===== src/rtl/bike_light_multi_fsm.sv =====
// bike_light_multi_fsm
// Multi-channel bicycle light controller. Each channel has its own mode
// (OFF / ON / BLINK / STROBE) and its own blink rate in beats. The shared
// faster/slower/next buttons edit whichever channel the select button has
// chosen. An internal beat generator paces the BLINK/STROBE phases.
module bike_light_multi_fsm #(
  parameter int NUM_LIGHTS = 2,
  parameter int BEAT_DIV   = 1562500,
  parameter int RATE_W     = 4,
  parameter int RATE_MIN   = 1,
  parameter int RATE_MAX   = 15,
  parameter int RATE_INIT  = 4,
  localparam int SEL_W     = (NUM_LIGHTS > 1) ? $clog2(NUM_LIGHTS) : 1
) (
  input  logic                  clk,
  input  logic                  reset,
  input  logic                  faster,
  input  logic                  slower,
  input  logic                  next,
  input  logic                  select,
  output logic [NUM_LIGHTS-1:0] lights,
  output logic [SEL_W-1:0]      sel_light,
  output logic [1:0]            sel_mode
);

  localparam int BEAT_W = $clog2(BEAT_DIV);

  typedef enum logic [1:0] {
    MODE_OFF    = 2'd0,
    MODE_ON     = 2'd1,
    MODE_BLINK  = 2'd2,
    MODE_STROBE = 2'd3
  } mode_t;

  logic [BEAT_W-1:0]     beat_cnt_r;
  logic                  tick_s;
  logic [SEL_W-1:0]      sel_r;
  mode_t                 mode_r  [NUM_LIGHTS];
  logic [RATE_W-1:0]     rate_r  [NUM_LIGHTS];
  logic [RATE_W-1:0]     cnt_r   [NUM_LIGHTS];
  logic [NUM_LIGHTS-1:0] phase_r;
  logic [NUM_LIGHTS-1:0] lights_s;
  mode_t                 sel_mode_s;

  // Mode sequence driven by the next button: OFF -> ON -> BLINK -> STROBE -> OFF.
  function automatic mode_t next_mode(input mode_t m);
    mode_t n;
    case (m)
      MODE_OFF:    n = MODE_ON;
      MODE_ON:     n = MODE_BLINK;
      MODE_BLINK:  n = MODE_STROBE;
      MODE_STROBE: n = MODE_OFF;
      default:     n = MODE_OFF;
    endcase
    return n;
  endfunction

  // True for the modes whose output follows the phase bit.
  function automatic logic is_flash(input mode_t m);
    return (m == MODE_BLINK) || (m == MODE_STROBE);
  endfunction

  // Count at which the current phase ends. The STROBE lit phase is always a
  // single beat; every other phase lasts rate beats.
  function automatic logic [RATE_W-1:0] term_cnt(input mode_t m, input logic ph,
                                                 input logic [RATE_W-1:0] r);
    logic [RATE_W-1:0] t;
    if ((m == MODE_STROBE) && ph) begin
      t = {RATE_W{1'b0}};
    end else begin
      t = r - RATE_W'(1);
    end
    return t;
  endfunction

  assign tick_s = (beat_cnt_r == BEAT_W'(BEAT_DIV - 1));

  // Free-running beat divider; only reset restarts it.
  always_ff @(posedge clk or negedge reset) begin
    if (!reset) begin
      beat_cnt_r <= {BEAT_W{1'b0}};
    end else if (tick_s) begin
      beat_cnt_r <= {BEAT_W{1'b0}};
    end else begin
      beat_cnt_r <= beat_cnt_r + BEAT_W'(1);
    end
  end

  // Channel selection pointer; wraps after the last channel (a single
  // channel design therefore stays at 0).
  always_ff @(posedge clk or negedge reset) begin
    if (!reset) begin
      sel_r <= {SEL_W{1'b0}};
    end else if (select) begin
      if (sel_r == SEL_W'(NUM_LIGHTS - 1)) begin
        sel_r <= {SEL_W{1'b0}};
      end else begin
        sel_r <= sel_r + SEL_W'(1);
      end
    end
  end

  // Per-channel mode FSM, rate register and phase counter. Buttons act on
  // the pre-select channel; a mode entry wins over the same-cycle tick,
  // while the tick (using the old rate) and a rate edit both take effect.
  always_ff @(posedge clk or negedge reset) begin
    if (!reset) begin
      for (int i = 0; i < NUM_LIGHTS; i++) begin
        mode_r[i]  <= MODE_OFF;
        rate_r[i]  <= RATE_W'(RATE_INIT);
        cnt_r[i]   <= {RATE_W{1'b0}};
        phase_r[i] <= 1'b0;
      end
    end else begin
      for (int i = 0; i < NUM_LIGHTS; i++) begin
        if ((sel_r == SEL_W'(i)) && next) begin
          mode_r[i]  <= next_mode(mode_r[i]);
          cnt_r[i]   <= {RATE_W{1'b0}};
          phase_r[i] <= is_flash(next_mode(mode_r[i]));
        end else if (tick_s && is_flash(mode_r[i])) begin
          // >= so a rate lowered below the running count ends the phase now.
          if (cnt_r[i] >= term_cnt(mode_r[i], phase_r[i], rate_r[i])) begin
            cnt_r[i]   <= {RATE_W{1'b0}};
            phase_r[i] <= ~phase_r[i];
          end else begin
            cnt_r[i]   <= cnt_r[i] + RATE_W'(1);
          end
        end

        if ((sel_r == SEL_W'(i)) && faster && !slower) begin
          if (rate_r[i] > RATE_W'(RATE_MIN)) begin
            rate_r[i] <= rate_r[i] - RATE_W'(1);
          end
        end else if ((sel_r == SEL_W'(i)) && slower && !faster) begin
          if (rate_r[i] < RATE_W'(RATE_MAX)) begin
            rate_r[i] <= rate_r[i] + RATE_W'(1);
          end
        end
      end
    end
  end

  // Output decode from registered mode and phase only.
  always_comb begin
    lights_s = {NUM_LIGHTS{1'b0}};
    for (int i = 0; i < NUM_LIGHTS; i++) begin
      case (mode_r[i])
        MODE_OFF:    lights_s[i] = 1'b0;
        MODE_ON:     lights_s[i] = 1'b1;
        MODE_BLINK:  lights_s[i] = phase_r[i];
        MODE_STROBE: lights_s[i] = phase_r[i];
        default:     lights_s[i] = 1'b0;
      endcase
    end
  end

  // Mode of the channel currently being edited.
  always_comb begin
    sel_mode_s = mode_r[sel_r];
  end

  assign lights    = lights_s;
  assign sel_light = sel_r;
  assign sel_mode  = sel_mode_s;

endmodule


===== config.mk =====
export PLATFORM = sky130hd
export DESIGN_NAME = bike_light_multi_fsm
export DESIGN_NICKNAME = d
export VERILOG_FILES = /design/src/rtl/bike_light_multi_fsm.sv
export SDC_FILE = /design/constraint.sdc
export NUM_CORES = 1
export LEC_CHECK = 0
export ABC_AREA = 1
export CORE_MARGIN = 2
export CORE_UTILIZATION = 60
export DETAILED_ROUTE_END_ITERATION = 6
export HOLD_SLACK_MARGIN = 0.05
export PLACE_DENSITY = 0.79
export SLEW_MARGIN = 20
export SYNTH_ARGS = -nofsm -noshare
export SYNTH_HDL_FRONTEND = slang
export SYNTH_SLANG_ARGS = --single-unit

===== constraint.sdc =====
create_clock -name clk -period 2.6 [get_ports clk]
set_input_delay 0.52 -clock clk [delete_from_list [all_inputs] [get_ports clk]]
set_output_delay 0.52 -clock clk [all_outputs]
set_load 0.03 [all_outputs]

==> results.md, run 1 <==
- The total of flip-flops plus latches after synthesis is 44.
- The later pin in the worst-skew pair is clocked with a latency of 300 ps.
- Of the total synthesized cell area, the portion taken by AND, OR, NAND and NOR gates is 31.77%.
- The overall die width is 74.82 um.
- The floorplan step set the die height to 74.82 um.
- The number of buffers added on ports is 10.
- The number of maximum-capacitance violations is 0.
- The first global-routing pass estimated 9.873 mm of wire.
- The number of gates resized after CTS was 0.
- The die area is 5598 um2.
- The antenna cell count is 0.
- The sequential-to-total area share from yosys stat is 36.67%.
- The deepest level of the CTS H-tree is 2.
- For the worst setup path, the data required time is approximately 2100 ps.
- Measured against the total synthesized area, the mux share comes to 0%.
- The synthesized netlist occupies a cell area of 3009 um2.
- The clock transition time at the flip-flop clock pins of the worst setup and hold paths is 80 ps.
- The TritonCTS buffer count is 5.
- The total placed cells including tap cells is 464.
- The share of the clock period used by the worst path after layout is 87.99%.
- Walking the worst path, the cells encountered are o21ai_0 -> clkdlybuf4s50_1.
- The setup TNS is 0 ps.
- Synthesis handed over a netlist of 388 instances.
- After the flow finishes, the layout carries non-filler instances totaling 472.
- Among all stages on the critical path, the largest delay is contributed by sky130_fd_sc_hd__clkdlybuf4s50_1.
- After floorplanning, the core was divided into 25 placement rows.
- The power after layout is 3.000 mW.
- The net count of the mapped netlist is 417.
- The flow ran to the end, and the final reports show no timing, DRC or antenna violations.
- The remaining global-route overflow is 0.
- The maximum operating frequency is 0.4371 GHz.
- The compound-cell area share of the yosys netlist is 7.651%.
- Hold timing on the final database bottoms out at a slack of 226.3 ps.
- Broken down by cell family, the worst path's largest delay share belongs to buffers and inverters.
- Summing over every cut layer, the via total after detailed routing is between 2000 and 2500.
- The data arrival time of the worst path is around 1800 ps.
- Dividing the detail-routed wire length by the instance count gives about 12 um.
- The number of slew-limit violations in the final report came to 0.
- The post-route clock skew is 9.493 ps.
- In this design, the stage delay of the slowest critical-path cell is 730 ps.
- The count of endpoints failing hold in the final timing report is 0.
- The total routing usage reported by global routing is 22.69%.
- Summed over all layers, the routed wires come to 5.651 mm.
- The remaining number of nets flagged by the antenna check after routing is 0.
- The post-route netlist has 13.09% of its cells at a drive strength greater than 1.
- By area, the combinational part of the netlist is dominated by simple AND/OR/NAND/NOR gates.
- Setup repair after global routing left no endpoint under its margin.
- The synthesized netlist devotes 5.821% of its cell area to XOR and XNOR gates.
- The worst setup path category is flop to output port.
- The worst slew margin relative to its limit is 59.38%.
- The smallest clock period supported by the final layout is computed as around 2300 ps.
- Summed over all cells, the static leakage comes to 1.643 nW.
- The number of remaining DRC errors is 0.
- The power per cell area is 914.4 nW/um2.
- The first routing iteration left 95 violations.
- The slew at the pin closest to its max-slew limit is 609.3 ps.
- The worst setup margin is 312.4 ps.
- Using the TritonRoute via totals, the vias-per-cell ratio works out to 5.174.
- The worst setup path is captured at an output port.
- The number of distinct library cell variants in the gate-level netlist after synthesis is 30.
- The number of antenna violations at the first check in global routing is 0.
- In the final design database the tool counted 433 nets.
- The starting utilization of the core area is ~63%.
- The root buffer cell chosen for the clock tree is sky130_fd_sc_hd__clkbuf_8.
- The peak supply drop is 0.0007436 V.
- The number of buffers and inverters on the critical path is 1.
- Relative to the synthesized area, the layout overhead comes to 9.023%.
- No sink is reached through more buffers than the 2 on the longest clock path.
- The Yosys step of the flow raised 0 warnings.
- The TritonCTS clock tree is yes.
- Leaving out fill and tap cells, the most frequent cells in the layout are sky130_fd_sc_hd__nand2_1 (69), sky130_fd_sc_hd__inv_1 (58), sky130_fd_sc_hd__dfrtp_1 (42).
- In this run the standard cell core region covers 4786 um2.
- Hold repair after CTS inserted 0 buffers.
- The top fanout value on the critical path is 6.
- The leading cell type in the layout, fill and taps excluded is sky130_fd_sc_hd__nand2_1.
- The final-report setup violation count is 0.
- The mean post-synth cell area is 7.756 um2.
- The synthesized netlist devotes 9.563% of its cell area to adder and majority cells.
- The worst setup path is launched from a flop.
- The clock net in this run drives a total of 44 sinks.
- The congestion estimate from routability-driven global placement came to 0.9070.
- Entering global routing, the biggest net connects 28 pins.
- The number of global-route vias before repair came to 2235.
- The class of the most critical hold timing path is input port to asynchronous set/reset pin.
- The post-placement worst setup slack is 542.6 ps.
- During I/O placement, the number of pins put on the boundary was 11.
- The estimated wirelength of the detail-placed design is 4.345 mm.
- The number of setup buffers added after CTS is 0.
- The detailed-router iteration count before antenna repair is 4.
==> cell type report <==
| class | count | area (um2) |
|---|---|---|
| multi-input cells | 276 | 1649 |
| fillers | 404 | 1505 |
| flip-flops and latches | 44 | 1104 |
| inverters | 65 | 244.0 |
| repair buffers | 12 | 110.1 |
| clock buffers | 8 | 90.09 |
| well taps | 67 | 83.83 |
==> cells in the mapped netlist <==
master	number	share of area (%)
sky130_fd_sc_hd__a21oi_1	9	1.5
sky130_fd_sc_hd__a31oi_1	2	0.42
sky130_fd_sc_hd__buf_2	1	0.17
sky130_fd_sc_hd__clkbuf_1	2	0.25
sky130_fd_sc_hd__dfrtp_1	42	35
sky130_fd_sc_hd__dfstp_2	2	1.7
sky130_fd_sc_hd__ha_1	23	9.6
sky130_fd_sc_hd__inv_1	58	7.2
sky130_fd_sc_hd__inv_2	7	0.87
sky130_fd_sc_hd__nand2_1	69	8.6
sky130_fd_sc_hd__nand2_2	11	2.3
sky130_fd_sc_hd__nand2_4	2	0.75
sky130_fd_sc_hd__nand3_1	34	5.7
sky130_fd_sc_hd__nand3_2	5	1.7
sky130_fd_sc_hd__nand3b_1	1	0.25
sky130_fd_sc_hd__nand4_1	12	2.5
sky130_fd_sc_hd__nor2_1	30	3.7
sky130_fd_sc_hd__nor2_2	5	1.0
sky130_fd_sc_hd__nor2_4	5	1.9
sky130_fd_sc_hd__nor3_1	11	1.8
sky130_fd_sc_hd__nor3_4	1	0.54
sky130_fd_sc_hd__nor4_1	1	0.21
sky130_fd_sc_hd__o211ai_1	2	0.50
sky130_fd_sc_hd__o21ai_0	23	3.8
sky130_fd_sc_hd__o21ai_1	2	0.33
sky130_fd_sc_hd__o21ai_2	2	0.58
sky130_fd_sc_hd__o21bai_1	2	0.50
sky130_fd_sc_hd__or2_2	4	0.83
sky130_fd_sc_hd__xnor2_1	5	1.5
sky130_fd_sc_hd__xor2_1	15	4.4
==> routing by layer <==
metal,share of wire (%),GRT usage (%),wire [um],up-vias
li1,-,-,-,1282
met1,51,33.33,2873,1127
met2,45,34.21,2567,28
met3,2.7,4.819,151,5
met4,1.0,5.952,59,0
met5,0,0,0,-
==> through the flow <==
| step | cell area [um2] | utilization (%) |
|---|---|---|
| after detailed placement | 3191 | 66.67 |
| after global placement | 3191 | 66.67 |
| after global routing | 3281 | 68.55 |
| final | 3281 | 68.55 |
| after CTS | 3281 | 68.55 |
| after floorplan | 3009 | - |
==> state kept, by name, summed over array words and instances, names as in the netlist <==
| signal | flops |
|---|---|
| mode_r | 4 |
| sel_light | 1 |
| rate_r | 8 |
| beat_cnt_r | 21 |
| phase_r | 2 |
| cnt_r | 8 |
==> worst reg2reg max path, delay by kind of cell (launching register included) <==
| family | cells | cell delay, ps |
|---|---|---|
| adders and majority gates | 1 | 310 |
| DFF | 1 | 610 |
| and+or+nand+nor | 6 | 630 |
| xor gates and xnor gates | 1 | 210 |
| AOI/OAI and AO/OA | 1 | 200 |
| buffers and inverters | 1 | 70 |
==> kinds of logic (layout without fill, tap and decap cells) <==
family	count (synthesis)	after routing
compound gates	42	42
xor+xnor	20	20
fa+ha+maj	23	23
buf+inv	68	85
flops	44	44
simple gates	191	191
==> path summary, 6_finish.rpt <==
kind | depth (start not counted) | slack [ps] | startpoint | end
setup reg to reg | 10 | 510 | rate_r[2] | cnt_r[0]
hold reg to reg | 1 | 480 | beat_cnt_r[0] | beat_cnt_r[0]
min in group clk | 1 | 480 | beat_cnt_r[0] | beat_cnt_r[0]
hold / removal | 1 | 230 | reset | beat_cnt_r[14]
setup / recovery | 2 | 310 | mode_r[1] | lights[1]
max in group asynchronous | 2 | 1740 | reset | rate_r[2]
==> power by group <==
group | switching (mW) | internal (mW) | total [mW]
registers | 0.202 | 0.850 | 1.05
logic | 0.895 | 0.609 | 1.50
clock network | 0.227 | 0.217 | 0.444
total | 1.32 | 1.68 | 3.00
(Power assumes the default switching activity.)
==> inputs of run 2 (changes only) <==
--- a/config.mk
+++ b/config.mk
@@ -7,10 +7,10 @@
 export LEC_CHECK = 0
 export ABC_AREA = 1
 export CORE_MARGIN = 2
-export CORE_UTILIZATION = 60
+export CORE_UTILIZATION = 55
 export DETAILED_ROUTE_END_ITERATION = 6
-export HOLD_SLACK_MARGIN = 0.05
-export PLACE_DENSITY = 0.79
+export HOLD_SLACK_MARGIN = 0.08
+export PLACE_DENSITY = 0.76
 export SLEW_MARGIN = 20
 export SYNTH_ARGS = -nofsm -noshare
 export SYNTH_HDL_FRONTEND = slang
==> constraint.sdc (replaced) <==
create_clock -name clk -period 1.9 [get_ports clk]
set_input_delay 0.38 -clock clk [delete_from_list [all_inputs] [get_ports clk]]
set_output_delay 0.38 -clock clk [all_outputs]
set_load 0.03 [all_outputs]
==> run 2 against run 1 <==
Effect of this change: the flow now finishes with violations (negative setup slack); power is 79% higher; die area increased by 8.6%; clock-buffer cell count is 2 lower; wire length up 22%; cell count rose by 5.7%; first-iteration DRC count is 75% higher; critical path depth up 8; register-to-register slack lost 520 ps; global-route usage shrank 0.22 points; sequential share of layout area shrank 3.6 points; worst hold slack gained 250 ps; sequential power is 33% higher; critical path type is now flop to flop.
==> results.md, run 2 (synthesis gave the netlist of run 1 again) <==
- The flow ran to the end, but the final reports show violations.
- The checks that failed: negative setup slack.
- The slew at the pin closest to its max-slew limit is 493.1 ps (-116.2 ps).
- By startpoint and endpoint, the worst setup path is classified as flop to flop.
- The net switching power figure is 2.328 mW (+76%).
- The total via count after detailed routing is 2631 (+7.7%).
- The launch instance of the worst register-to-register path is rate_r[4].
- The final-report setup violation count is 1 (+1).
- The number of buffers added on ports was 10 (unchanged).
- The number of nets in the finished design is 457 (+5.5%).
- The share of the clock period used by the worst path after layout is 100.8%.
- STA classifies the critical path endpoint as a flop.
- The overall die width was 77.97 um (+4.2%).
- The detailed-router iteration count before antenna repair came to 4 (unchanged).
- The critical hold path startpoint is beat_cnt_r[19].
- The estimated wirelength of the detail-placed design is 4.559 mm (+4.9%).
- The type of element launching the critical path is a flop.
- The termination of the worst setup path is cnt_r[5].
- The power after layout is 5.378 mW (+79%).
- The remaining number of nets flagged by the antenna check after routing is 0 (unchanged).
- The layout overhead on the synthesized area is 22.41%.
- The critical path startpoint is rate_r[4].
- The leakage power of the design is 1.797 nW (+9.4%).
- The number of cell instances on the worst register-to-register path is 10 (unchanged).
- The total routing usage reported by global routing was 22.48% (-0.22 points).
- Leaving out fill and tap cells, the most frequent cell in the layout is sky130_fd_sc_hd__nand2_1.
- The number of flip-flops in the largest register is 21 (unchanged).
- The number of maximum-capacitance violations is 0 (unchanged).
- Setup repair after global routing could not meet its margin everywhere.
- The sequential share of power is 26.1% (-9.0 points).
- The largest registers in the layout are beat_cnt_r (21), cnt_r (8), rate_r (8).
- The y dimension of the die came to 77.97 um (+4.2%).
- The total wirelength of the detailed-routed design is 6.919 mm (+22%).
- The worst slew margin relative to its limit is 67.13% (+7.7 points).
- The die area is 6079 um2 (+8.6%).
- The maximum operating frequency is 0.5223 GHz.
- The share of power burned in the clock network was 13.4% (-1.4 points).
- The number of clock sinks is 44 (unchanged).
- The insertion delay to the later sink of the worst-skew pair is 300 ps (about the same).
- The number of slew-limit violations in the final report is 0 (unchanged).
- The deepest level of the CTS H-tree is 2 (unchanged).
- The first-pass GRT wire length is 11.07 mm (+12%).
- The iteration-0 DRC count of the detailed router was 166 (+75%).
- The weighted congestion at the end of routability-driven global placement was 0.8786 (-3.1%).
- The remaining global-route overflow is 0 (unchanged).
- The required time of the worst setup path was 2090 ps (about the same).
- The power per cell area came to 1460 nW/um2 (+60%).
- The share of power burned in combinational logic is 60.5% (+10 points).
- The design internal power is 3.049 mW (+82%).
- The I/O pin count came to 11 (unchanged).
- The TritonCTS buffer count is 5 (unchanged).
- The setup slack of the most critical reg-to-reg path came to -10 ps (-520 ps).
- The TritonCTS clock tree is yes.
- Clock tree synthesis selected as its root buffer the cell sky130_fd_sc_hd__clkbuf_8.
- The class of the most critical hold timing path is flop to flop.
- The starting utilization of the core area was 57.81% (-5.1 points).
- The register with the most flip-flops in the final layout is beat_cnt_r.
- The data arrival time of the worst path is 2110 ps (+340 ps).
- The peak supply drop is 0.001122 V (+51%).
- The final core area utilization is 70.77% (+2.2 points).
- The post-route clock skew came to 4.972 ps (-4.522 ps).
- The maximum number of pins on one net before global-route repair is 26 (-7.1%).
- The number of antenna violations at the first check in global routing is 0 (unchanged).
- The number of vias per cell is 5.273 (+1.9%).
- The antenna cell count is 0 (unchanged).
- The count of endpoints failing hold in the final timing report was 0 (unchanged).
- The top cell types in the final layout, fill and taps aside, are sky130_fd_sc_hd__nand2_1 (65), sky130_fd_sc_hd__inv_1 (48), sky130_fd_sc_hd__dfrtp_1 (41).
- The filler cell count is 404 (unchanged).
- The capturing point of the worst reg2reg path is cnt_r[5].
- The number of cells in the finished layout apart from fillers is 499 (+5.7%).
- The total placed cells including tap cells was 473 (+1.9%).
- The area used by sequential logic in the layout is 1105 um2 (+0.11%).
- The top fanout value on the critical path came to 3 (-3).
- The average wire per standard cell came to 13.87 um (+16%).
- The clock transition time at the flip-flop clock pins of the worst setup and hold paths came to 80 ps (about the same).
- The placeable core region came to 5205 um2 (+8.8%).
- The switching fraction of total power is 43.29% (-0.86 points).
- The share of final-layout standard cells stronger than drive strength 1 was 26.34% (+13 points).
- The minimum hold slack is 474.5 ps (+248.2 ps).
- The maximum clock insertion buffer count is 2 (unchanged).
- The combined area of the multi-input logic cells is 1837 um2 (+11%).
- The number of remaining DRC errors is 0 (unchanged).
- The time the final worst path needs with I/O delays and setup is 1915 ps.
- The number of global-route vias before repair is 2457 (+9.9%).
- The worst setup margin came to -14.72 ps (-327.1 ps).
- The placement row count came to 26 (+4.0%).
-- run 2: metal layers --
metal | vias up | global-route usage (%) | wire length, um
met4 | 0 | 6.140 | 127
met3 | 17 | 4.070 | 282
met5 | - | 0 | 0
li1 | 1325 | - | -
met1 | 1222 | 31.49 | 3205
met2 | 67 | 35.86 | 3304
-- run 2: worst max-delay path, stage by stage, from the launching register on --
cell and delay [ps]:
sky130_fd_sc_hd__dfrtp_1 410, sky130_fd_sc_hd__inv_2 80, sky130_fd_sc_hd__ha_4 170, sky130_fd_sc_hd__xnor2_2 130, sky130_fd_sc_hd__or2_4 240, sky130_fd_sc_hd__ha_4 280
sky130_fd_sc_hd__nand4_1 130, sky130_fd_sc_hd__nand4_1 170, sky130_fd_sc_hd__inv_1 70, sky130_fd_sc_hd__nand3_1 80, sky130_fd_sc_hd__nand2_1 50
-- run 2: metrics by stage --
step                      setup TNS, ps  area, um2  worst slack (ps)
after global placement                0       3259             14.72
final                            -14.72       3684            -14.72
after floorplan                       0       3019             6.053
after detailed placement         -184.5       3259            -36.41
after CTS                             0       3473             4.188
after global routing             -416.4       3684            -64.99
-- run 2: cell type report --
cell class              instances  area share [%]
inverters                      65           6.692
repair buffers                 36           8.152
clock buffers                   6           1.970
clock inverters                 2          0.9511
multi-input cells             276           49.86
well taps                      70           2.378
flip-flops and latches         44           29.99
-- run 2: power by group through the flow --
stage	logic [mW]	clock network [mW]	registers (mW)
floorplan	1.64	0	1.36
global placement	2.18	0	1.37
detailed placement	2.27	0	1.38
CTS	2.53	0.729	1.37
global route	3.57	0.773	1.43
finish	3.26	0.721	1.40
-- run 2: how the worst min path moves through the flow --
stage	slack [ps]	to	depth (start not counted)
detailed placement	370	beat_cnt_r[10]	1
global placement	370	beat_cnt_r[10]	1
floorplan	80	beat_cnt_r[0]	0
CTS	480	beat_cnt_r[19]	2
global route	510	beat_cnt_r[0]	1
finish	470	beat_cnt_r[19]	2
-- run 2: what timing repair did --
item / in CTS / in global routing
pin swaps: 7 / 28
setup endpoints to repair: 12 / 11
hold buffers: 1 / 0
resized for setup: 15 / 35
hold endpoints to repair: 18 / 0
buffers inserted: 9 / 8
==> inputs of run 3 (changes only) <==
--- a/config.mk
+++ b/config.mk
@@ -7,11 +7,12 @@
 export LEC_CHECK = 0
 export ABC_AREA = 1
 export CORE_MARGIN = 2
-export CORE_UTILIZATION = 55
+export CORE_UTILIZATION = 60
 export DETAILED_ROUTE_END_ITERATION = 6
 export HOLD_SLACK_MARGIN = 0.08
-export PLACE_DENSITY = 0.76
+export PLACE_DENSITY = 0.79
 export SLEW_MARGIN = 20
 export SYNTH_ARGS = -nofsm -noshare
 export SYNTH_HDL_FRONTEND = slang
 export SYNTH_SLANG_ARGS = --single-unit
+export TNS_END_PERCENT = 30
==> constraint.sdc (replaced) <==
create_clock -name clk -period 2.43 [get_ports clk]
set_input_delay 0.486 -clock clk [delete_from_list [all_inputs] [get_ports clk]]
set_output_delay 0.486 -clock clk [all_outputs]
set_load 0.03 [all_outputs]
==> run 3 against run 2 <==
Effect of this change: the flow now finishes without violations; critical path depth is 8 lower; flip-flop and latch count stayed put; first-iteration DRC count shrank 20%; power down 40%; largest power group unchanged; core utilization down 2.3 points; register-to-register slack better by 310 ps.
==> results.md, run 3 (synthesis gave the netlist of run 1 again) <==
- The run finished with clean final reports.
- The post-placement worst setup slack is 351.6 ps (+388.0 ps).
- The number of global-route vias before repair is 2230 (-9.2%).
- The worst slew margin relative to its limit is 63.93% (-3.2 points).
- STA classifies the critical path endpoint as an output port.
- The register name with the most flops is beat_cnt_r.
- The library cell used as clock root buffer is sky130_fd_sc_hd__clkbuf_8.
- The worst setup path category is flop to output port.
- The met2 track utilization from global routing is 33.63% (-2.2 points).
- The placeable core region is 4786 um2 (-8.1%).
- The die area is 5598 um2 (-7.9%).
- The insertion delay to the later sink of the worst-skew pair came to 300 ps (about the same).
- The slew at the pin closest to its max-slew limit came to 541.0 ps (+47.92 ps).
- The clock transition time at the flip-flop clock pins of the worst setup and hold paths is 80 ps (about the same).
- The first-pass GRT wire length is 9.522 mm (-14%).
- The number of cell instances on the worst register-to-register path is 10 (unchanged).
- The post-route clock skew is 6.225 ps (+1.253 ps).
- The overall die width came to 74.82 um (-4.0%).
- The smallest clock period supported by the final layout is computed as roughly 2200 ps.
- The total wirelength of the detailed-routed design was 5.575 mm (-19%).
- The launch instance of the worst register-to-register path is rate_r[4].
- The peak supply drop was 0.0006604 V (-41%).
- The total via count after detailed routing is 2492 (-5.3%).
- The number of buffers added on ports is 10 (unchanged).
- The required time of the worst setup path is 1940 ps (-150 ps).
- The maximum clock insertion buffer count is 2 (unchanged).
- The met1 track demand over resource in global routing is 31.34% (-0.16 points).
- The iteration-0 DRC count of the detailed router is 133 (-20%).
- The remaining global-route overflow came to 0 (unchanged).
- The number of nets in the finished design is 432 (-5.5%).
- The area of placed instances is 3183 um2 (-2.3%).
- The placement row count came to 25 (-3.8%).
- The remaining number of nets flagged by the antenna check after routing is 0 (unchanged).
- The layout overhead on the synthesized area is 8.856%.
- The final-report setup violation count is 0 (-1).
- The estimated wirelength of the detail-placed design is 4.234 mm (-7.1%).
- The number of flip-flops in the largest register is 21 (unchanged).
- The weighted congestion at the end of routability-driven global placement is 0.9014 (+2.6%).
- The TritonCTS buffer count came to 5 (unchanged).
- The number of vias per cell is 5.291 (+0.35%).
- The final core area utilization is 68.44% (-2.3 points).
- The worst setup margin is 207.8 ps (+222.5 ps).
- The power after layout came to 3.218 mW (-40%).
- Setup repair after global routing left no endpoint under its margin.
- The number of clock sinks is 44 (unchanged).
- The library cell used most frequently in the layout, excluding fill and tap cells, is sky130_fd_sc_hd__nand2_1.
- The starting utilization of the core area came to 62.88% (+5.1 points).
- The hold buffer count at cts was 0 (-1).
- The worst setup path is launched from a flop.
- The endpoint identified for the worst register-to-register timing path is cnt_r[5].
- The largest registers in the layout are beat_cnt_r (21), cnt_r (8), rate_r (8).
- The share of the clock period used by the worst path after layout is 91.45%.
- The I/O pin count came to 11 (unchanged).
- The maximum number of pins on one net before global-route repair is 45 (+73%).
- The minimum hold slack is 247.4 ps (-227.1 ps).
- The number of remaining DRC errors is 0 (unchanged).
- The setup TNS is 0 ps (+14.72 ps).
- For this run, the top clock speed supported by timing is 0.4500 GHz.
- The number of instances resized during post-cts repair is 0 (-15).
- The total non-filler cell area in the finished layout is 3276 um2 (-11%).
- The class of the most critical hold timing path is input port to asynchronous set/reset pin.
- The number of slew-limit violations in the final report is 0 (unchanged).
- The data arrival time of the worst path is 1740 ps (-370 ps).
- The setup slack of the most critical reg-to-reg path was 300 ps (+310 ps).
- The layer flagged by global routing as most heavily used is met2.
- The detailed-router iteration count before antenna repair was 5 (+1).
- The antenna cell count is 0 (unchanged).
- The top fanout value on the critical path is 10 (+7).
- The signal on the critical path passes through o21ai_0 -> clkdlybuf4s50_1.
- The slowest stage of the critical path belongs to the cell sky130_fd_sc_hd__clkdlybuf4s50_1.
- The count of endpoints failing hold in the final timing report is 0 (unchanged).
- The total routing usage reported by global routing is 21.76% (-0.72 points).
- The y dimension of the die is 74.82 um (-4.0%).
- The average wire per standard cell is 11.84 um (-15%).
- The power per cell area came to 982.5 nW/um2 (-33%).
- The met3 usage was 4.685% (+0.62 points).
- The deepest level of the CTS H-tree came to 2 (unchanged).
- The filler cell count is 404 (unchanged).
- The number of antenna violations at the first check in global routing was 0 (unchanged).
- The total placed cells including tap cells is 463 (-2.1%).
- The leakage power of the design was 1.643 nW (-8.5%).
- In the layout the commonest cells are sky130_fd_sc_hd__nand2_1 (69), sky130_fd_sc_hd__inv_1 (58), sky130_fd_sc_hd__dfrtp_1 (42).
- The number of maximum-capacitance violations is 0 (unchanged).
- The biggest cell delay along the critical path came to 710 ps (+300 ps).
- The number of setup buffers added after CTS is 0 (-9).
- The share of final-layout standard cells stronger than drive strength 1 is 13.37% (-13 points).
- TritonCTS built the clock tree.
- The number of cells in the finished layout apart from fillers is 471 (-5.6%).
-- run 3: changes by cell type in the layout (fill, tap and decap cells not counted), sizes merged --
cell           before  now
buf                26    2
bufinv              1    0
clkbuf              7    6
clkdlybuf4s15       1    0
clkdlybuf4s50       4    9
clkinv              1    2
dlygate4sd2         3    0
dlygate4sd3         1    0
-- run 3: power breakdown --
| part | internal (mW) | leakage, nW | total (mW) | switching, mW |
|---|---|---|---|---|
| Sequential | 0.909 | 0.561 | 1.12 | 0.215 |
| Clock | 0.227 | 0.0510 | 0.480 | 0.253 |
| Combinational | 0.648 | 1.03 | 1.61 | 0.967 |
-- run 3: layout make-up --
cell class | instances | area, um2 | share of cell area [%]
inverter | 65 | 244.0 | 7.448
multi-input combinational | 276 | 1649 | 50.34
tap | 67 | 83.83 | 2.559
timing repair buffer | 11 | 102.6 | 3.132
sequential | 44 | 1104 | 33.69
clock buffer | 6 | 82.58 | 2.521
clock inverter | 2 | 10.01 | 0.3056
-- run 3: worst max-delay path by stage --
stage               from          end  cells past startpoint
3_5_place_dp   rate_r[4]     cnt_r[5]                     10
4_1_cts        sel_light  sel_mode[1]                      2
3_3_place_gp   rate_r[4]     cnt_r[7]                     10
2_1_floorplan  rate_r[2]     cnt_r[0]                     11
5_1_grt        mode_r[3]  sel_mode[1]                      3
6_report       sel_light  sel_mode[1]                      2
-- run 3: worst max-delay path, delay by kind of cell (launching register included) --
kind / cells / cell delay, ps
buffers and inverters: 1 / 710
AO/OA/AOI/OAI: 1 / 240
flip-flops: 1 / 480
-- run 3: metal layers --
| metal | share of wire, % | wire length (um) | vias to the layer above |
|---|---|---|---|
| met1 | 51 | 2848 | 1163 |
| met3 | 3.5 | 193 | 5 |
| li1 | - | - | 1283 |
| met2 | 44 | 2477 | 41 |
| met4 | 0.99 | 55 | 0 |
| met5 | 0 | 0 | - |
